## src/rtl/inst_mem_loader_pkg.sv

```systemverilog
// rtl/inst_mem_loader_pkg.sv - shared constants and loader state encoding
//
// Purpose: constants shared by the instruction-memory loader and the fetch
// stage: the end-of-program marker, the default instruction-memory depth and
// the loader state encoding.
package inst_mem_loader_pkg;

    localparam logic [31:0] HALT_INSTR     = 32'hFFFF_FFFF;
    localparam int          INST_MEM_DEPTH = 64;

    typedef enum logic {
        LOAD = 1'b0,
        RUN  = 1'b1
    } loader_state_e;

endpackage

```

## src/rtl/inst_mem_loader_byte_to_word_assembler.sv

```systemverilog
// rtl/inst_mem_loader_byte_to_word_assembler.sv - packs a byte stream into big-endian 32-bit words
//
// Purpose: collects accepted bytes; the first byte of each group of four
// lands in bits 31:24. When the fourth byte is accepted the finished word is
// registered and o_word_valid pulses for exactly one cycle on the next cycle.
//
// Ports:
//   clk, rst      clock and asynchronous active-high reset
//   i_byte        incoming byte
//   i_accept      take i_byte this cycle
//   i_flush       discard any partial word (overrides i_accept)
//   o_word        last completed word, held until the next one completes
//   o_word_valid  one-cycle pulse: o_word has just been completed
module byte_to_word_assembler (
    input  logic        clk,
    input  logic        rst,
    input  logic [7:0]  i_byte,
    input  logic        i_accept,
    input  logic        i_flush,
    output logic [31:0] o_word,
    output logic        o_word_valid
);

    // Only the three earlier bytes of a word need storing; the fourth is
    // merged directly into the completed word.
    logic [23:0] shift_q, shift_d;
    logic [1:0]  cnt_q, cnt_d;
    logic [31:0] word_q, word_d;
    logic        valid_q, valid_d;

    always_comb begin
        shift_d = shift_q;
        cnt_d   = cnt_q;
        word_d  = word_q;
        valid_d = 1'b0;
        if (i_flush) begin
            shift_d = '0;
            cnt_d   = '0;
        end else if (i_accept) begin
            shift_d = {shift_q[15:0], i_byte};
            cnt_d   = cnt_q + 2'd1;
            if (cnt_q == 2'd3) begin
                word_d  = {shift_q, i_byte};
                valid_d = 1'b1;
            end
        end
    end

    always_ff @(posedge clk or posedge rst) begin
        if (rst) begin
            shift_q <= '0;
            cnt_q   <= '0;
            word_q  <= '0;
            valid_q <= 1'b0;
        end else begin
            shift_q <= shift_d;
            cnt_q   <= cnt_d;
            word_q  <= word_d;
            valid_q <= valid_d;
        end
    end

    assign o_word       = word_q;
    assign o_word_valid = valid_q;

endmodule

```

## src/rtl/inst_mem_loader.sv

```systemverilog
// rtl/inst_mem_loader.sv - loads a UART byte stream into instruction memory and releases fetch
//
// Purpose: writes assembled words to consecutive instruction-memory addresses
// starting at 0. Loading ends on HALT_WORD (which is itself written) or after
// the word at MEM_DEPTH-1; the pipeline enable then rises and stays high until
// i_reload or rst.
//
// Ports:
//   clk, rst          clock and asynchronous active-high reset
//   i_rx_data         byte from the UART receiver
//   i_rx_valid        i_rx_data is valid this cycle
//   i_reload          restart loading from address 0 on the next edge
//   o_write_inst_mem  instruction-memory write strobe
//   o_inst_mem_addr   word address (zero-extended)
//   o_inst_mem_data   instruction word
//   o_enable          pipeline/fetch enable
//   o_word_count      words written since the last load start
//   o_overflow        memory filled before HALT_WORD arrived
module inst_mem_loader
    import inst_mem_loader_pkg::*;
#(
    parameter int          DATA_WIDTH = 32,
    parameter int          MEM_DEPTH  = INST_MEM_DEPTH,
    parameter logic [31:0] HALT_WORD  = HALT_INSTR
) (
    input  logic                  clk,
    input  logic                  rst,
    input  logic [7:0]            i_rx_data,
    input  logic                  i_rx_valid,
    input  logic                  i_reload,
    output logic                  o_write_inst_mem,
    output logic [31:0]           o_inst_mem_addr,
    output logic [DATA_WIDTH-1:0] o_inst_mem_data,
    output logic                  o_enable,
    output logic [31:0]           o_word_count,
    output logic                  o_overflow
);

    localparam int            AW        = (MEM_DEPTH > 1) ? $clog2(MEM_DEPTH) : 1;
    localparam logic [AW-1:0] LAST_ADDR = AW'(MEM_DEPTH - 1);

    loader_state_e state_q, state_d;
    logic [AW-1:0] addr_q, addr_d;
    logic [AW-1:0] last_addr_q, last_addr_d;
    logic [31:0]   count_q, count_d;
    logic          overflow_q, overflow_d;

    logic [31:0]   word;
    logic          word_valid;
    logic          accept;

    // A byte sharing its cycle with i_reload belongs to the discarded program.
    assign accept = i_rx_valid && (state_q == LOAD) && !i_reload;

    byte_to_word_assembler u_assembler (
        .clk          (clk),
        .rst          (rst),
        .i_byte       (i_rx_data),
        .i_accept     (accept),
        .i_flush      (i_reload),
        .o_word       (word),
        .o_word_valid (word_valid)
    );

    always_comb begin
        state_d     = state_q;
        addr_d      = addr_q;
        last_addr_d = last_addr_q;
        count_d     = count_q;
        overflow_d  = overflow_q;

        // A word can only complete while loading: the cycle that moves to RUN
        // is the write cycle itself, and any byte taken then starts a new word.
        if (word_valid) begin
            count_d     = count_q + 32'd1;
            last_addr_d = addr_q;
            if (addr_q != LAST_ADDR) begin
                addr_d = addr_q + AW'(1);
            end
            if (word == HALT_WORD) begin
                state_d = RUN;
            end else if (addr_q == LAST_ADDR) begin
                state_d    = RUN;
                overflow_d = 1'b1;
            end
        end

        // Reload overrides the bookkeeping of a write that completes this cycle;
        // the write strobe itself has already gone out.
        if (i_reload) begin
            state_d     = LOAD;
            addr_d      = '0;
            last_addr_d = '0;
            count_d     = '0;
            overflow_d  = 1'b0;
        end
    end

    always_ff @(posedge clk or posedge rst) begin
        if (rst) begin
            state_q     <= LOAD;
            addr_q      <= '0;
            last_addr_q <= '0;
            count_q     <= '0;
            overflow_q  <= 1'b0;
        end else begin
            state_q     <= state_d;
            addr_q      <= addr_d;
            last_addr_q <= last_addr_d;
            count_q     <= count_d;
            overflow_q  <= overflow_d;
        end
    end

    // During the write the live address is shown; afterwards the port keeps
    // the address of the last write instead of the already-incremented one.
    assign o_write_inst_mem = word_valid;
    assign o_inst_mem_addr  = {{(32 - AW){1'b0}}, (word_valid ? addr_q : last_addr_q)};
    assign o_inst_mem_data  = word;
    assign o_enable         = (state_q == RUN);
    assign o_word_count     = count_q;
    assign o_overflow       = overflow_q;

endmodule

```

## config.mk

```make
export PLATFORM = sky130hd
export DESIGN_NAME = inst_mem_loader
export DESIGN_NICKNAME = d
export VERILOG_FILES = /design/src/rtl/inst_mem_loader_pkg.sv /design/src/rtl/inst_mem_loader_byte_to_word_assembler.sv /design/src/rtl/inst_mem_loader.sv
export SDC_FILE = /design/constraint.sdc
export NUM_CORES = 1
export LEC_CHECK = 0
export CORE_ASPECT_RATIO = 0.8
export CORE_MARGIN = 1.5
export CORE_UTILIZATION = 50
export CTS_BUF_LIST = sky130_fd_sc_hd__clkbuf_16
export DETAILED_ROUTE_END_ITERATION = 12
export GPL_TIMING_DRIVEN = 1
export MAX_ROUTING_LAYER = met4
export PLACE_DENSITY = 0.8
export SKIP_CTS_REPAIR_TIMING = 1
export SLEW_MARGIN = 20
export SYNTH_ARGS = -nofsm -noshare
export SYNTH_HDL_FRONTEND = slang
export SYNTH_SLANG_ARGS = --single-unit
export TNS_END_PERCENT = 100
```

## constraint.sdc

```tcl
create_clock -name clk -period 3.85 [get_ports clk]
set_input_delay 0.385 -clock clk [delete_from_list [all_inputs] [get_ports clk]]
set_output_delay 0.385 -clock clk [all_outputs]
set_load 0.01 [all_outputs]
```

==> impl_metrics.tcl <==
set metrics [dict create \
    clk_path_buf_depth 2 \
    cp_max_fo 29 \
    fmax_ghz 0.422 \
    rsz0062_at_grt "false" \
    drt-pass1-iter-count 4 \
    power-per-cell-area_nw_per_um2 376 \
    peakVddDrop_mv 0.223 \
    numClockSinks 105 \
    start_util 0.524 \
    path_buf_inv 3 \
    synth_xor_area_frac 0.0291 \
    path_clk_slew_ns 0.07 \
    hold_viol_final 0 \
    die_w_um 113 \
    synth_area_per_cell_um2 11.7 \
    synth_fa_ha_area_frac 0.00779 \
    crit_required_ns 4.06 \
    io_buffers 84 \
    max_slew.worst_pin.slew_ns 0.703 \
    hold_path.class "register to register" \
    muxShareOfSynthArea 0.105 \
    cts_buffers 9 \
    via_per_inst 5.68 \
    leakagePower_nw 2.59 \
    cp_slowest_stage_delay_ns 0.45 \
    synth_area_leaders "dfrtp_1 55%, mux2_2 9.6%, a22o_1 4.5%" \
    ys.warnings.count 0 \
    clock_latency_ns 0.34 \
    drv_cap 0 \
    ant_nets 0 \
    grt_max_degree 106 \
    fin_skew_ns 0.0110 \
    total_power_mw 2.23 \
    gp_congestion 0.845 \
    status "finished clean" \
    overflow 0 \
    fin_ws_ns 1.48 \
    crit_path_top_delay_cell "clkdlybuf4s50_1" \
    setup_viol 0 \
    worstSetupStartpointType "input port" \
    synth-edff-count 0 \
    syn_to_final_growth_pct 23.2 \
    htree_levels 3 \
    synth.ff_latch_count 105 \
    synth-seq-area-share 0.545 \
    dpl_worst_slack_ns 1.14 \
    synth_top_family_by_area "simple AND/OR/NAND/NOR gates" \
    drt-initial-drc-count 217 \
    critPathArrivalTime_ns 2.58 \
    post-route-min-period_ns 2.37 \
    wl_per_cell_um 17.2 \
    grt_pass1_wl_um 17100 \
    coreArea_um2 9190 \
    synth_flop_cell "dfrtp_1" \
    n_antenna_cell 0 \
    drc_errors 0 \
    vias 3445 \
    postRouteWirelength_um 10400 \
    post-route-period-util 0.616 \
    nFillCells 734 \
    synth-compound-area-share 0.102 \
    io_pins 111 \
    synth_largest_area_cell "dfrtp_1" \
    antenna_found_initial 0 \
    synthArstFlopShare 1.00 \
    grt_pass1_vias 3221 \
    synth-simple-area-share 0.143 \
    clockRootBuffer "clkbuf_16" \
    grt_usage 0.217 \
    layout.area.seq_um2 2630 \
    die-area_um2 10200 \
    netlist_area_um2 4820 \
    cp-end-kind "register" \
    synth_cell_type_count 46 \
    timing.setup.tns_ns 0 \
    slew_headroom 0.527 \
    netlist.area_leader.share 0.545 \
    critPathKind "input port to register" \
    final_nets 502 \
    fin_hold_ws_ns 0.503 \
    cp_cell_sequence "clkdlybuf4s50_1, nor2b_1, nor2b_1, buf_4, and2_1, buf_4, mux2_2" \
    slew_violations 0 \
    drive_gt1_frac 0.150 \
    dp_hpwl_um 6960 \
    core.rowCount 31 \
    tritoncts "yes" \
    synth_cells 412 \
    multi_input_area_um2 1960 \
    crit_family "buffers and inverters" \
    die_height_um 90.8 \
]
worst register-to-register path, delay by kind of cell (launching register included):
kind                   cells  cell delay [ns]
flip-flops                 1             0.43
multiplexers               1             0.39
AND/OR/NAND/NOR            3             0.68
buffers and inverters      2             0.68
power breakdown:
part / leakage [nW] / total (mW) / internal (mW) / switching [mW]
Clock: 0.149 / 0.881 / 0.498 / 0.383
Sequential: 1.45 / 1.17 / 1.14 / 0.0315
Combinational: 0.989 / 0.178 / 0.0877 / 0.0907
metrics by stage:
step	utilization	cell area (um2)	cells
after floorplan	-	4910	437
after global placement	0.614	5650	591
after detailed placement	0.614	5650	591
after CTS	0.646	5940	607
after global routing	0.646	5940	607
final	0.646	5940	607
worst paths after layout:
check                                        start                 endpoint  slack, ns  cells past startpoint
setup / recovery                        i_rx_valid    u_assembler.o_word[7]       1.48                      7
hold / removal             u_assembler.shift_q[17]  u_assembler.shift_q[17]       0.50                      1
setup reg to reg                          o_enable    u_assembler.o_word[7]       1.55                      6
hold reg to reg            u_assembler.shift_q[17]  u_assembler.shift_q[17]       0.50                      1
max in group asynchronous                      rst          o_word_count[2]       2.91                      3
min in group asynchronous                      rst   u_assembler.o_word[31]       0.54                      3
cells by family after synthesis:
| group | after synthesis |
|---|---|
| buf+inv | 57 |
| flops | 105 |
| mux | 45 |
| xor+xnor | 16 |
| simple gates | 119 |
| compound gates | 66 |
| other cells | 1 |
| fa+ha+maj | 3 |
synth_stat cells, types with 6 or more instances:
master,n
dfrtp_1,105
mux2_2,41
nor2_1,27
buf_4,26
a22o_1,25
a21oi_1,17
clkbuf_1,15
nand3_1,15
nand4_1,15
nor2b_1,12
or4_1,12
nand2_1,11
o31ai_1,11
xor2_1,9
nor4_1,7
xnor2_1,7
buf_2,6
inv_1,6
flip-flops by register name, summed over array words and instances (netlist names):
| register | cells |
|---|---|
| last_addr_q | 6 |
| u_assembler.shift_q | 24 |
| u_assembler.o_word_valid | 1 |
| u_assembler.cnt_q | 2 |
| o_overflow | 1 |
| addr_q | 6 |
| o_enable | 1 |
| o_word_count | 32 |
| u_assembler.o_word | 32 |
cell usage in the layout (no fill, tap or decap), types with 2 or more instances in the layout:
| master | instances |
|---|---|
| nand2_1 | 11 |
| nand3_1 | 15 |
| xor2_1 | 9 |
| or4_1 | 12 |
| o31ai_1 | 11 |
| clkbuf_16 | 9 |
| xnor2_1 | 7 |
| or3_2 | 2 |
| mux2_2 | 41 |
| and2_1 | 2 |
| or3_1 | 3 |
| clkdlybuf4s50_1 | 83 |
| nor4_1 | 7 |
| mux2i_1 | 2 |
| o21ba_2 | 2 |
| a22o_1 | 25 |
| clkinv_4 | 2 |
| and4_1 | 3 |
| ha_1 | 3 |
| a21oi_1 | 17 |
| nand4_1 | 15 |
| buf_4 | 5 |
| nor2b_1 | 12 |
| mux2_1 | 2 |
| inv_1 | 7 |
| nor2_1 | 27 |
| conb_1 | 26 |
| dfrtp_1 | 105 |
| a211oi_1 | 3 |
| o21ai_0 | 3 |
layout make-up:
cell class | instances | area share
Timing Repair Buffer | 90 | 0.150
Clock buffer | 9 | 0.0379
Sequential cell | 105 | 0.443
Tap cell | 115 | 0.0242
Multi-Input combinational cell | 275 | 0.330
Inverter | 6 | 0.00421
Clock inverter | 7 | 0.0107
layer usage:
layer	GRT usage	vias up	part of all wire
li1	-	1604	-
met1	0.310	1724	0.47
met2	0.326	109	0.48
met3	0.0362	8	0.037
met4	0.0570	0	0.0090
met5	-	-	0
No activity file was read; power rests on OpenSTA's default activity.
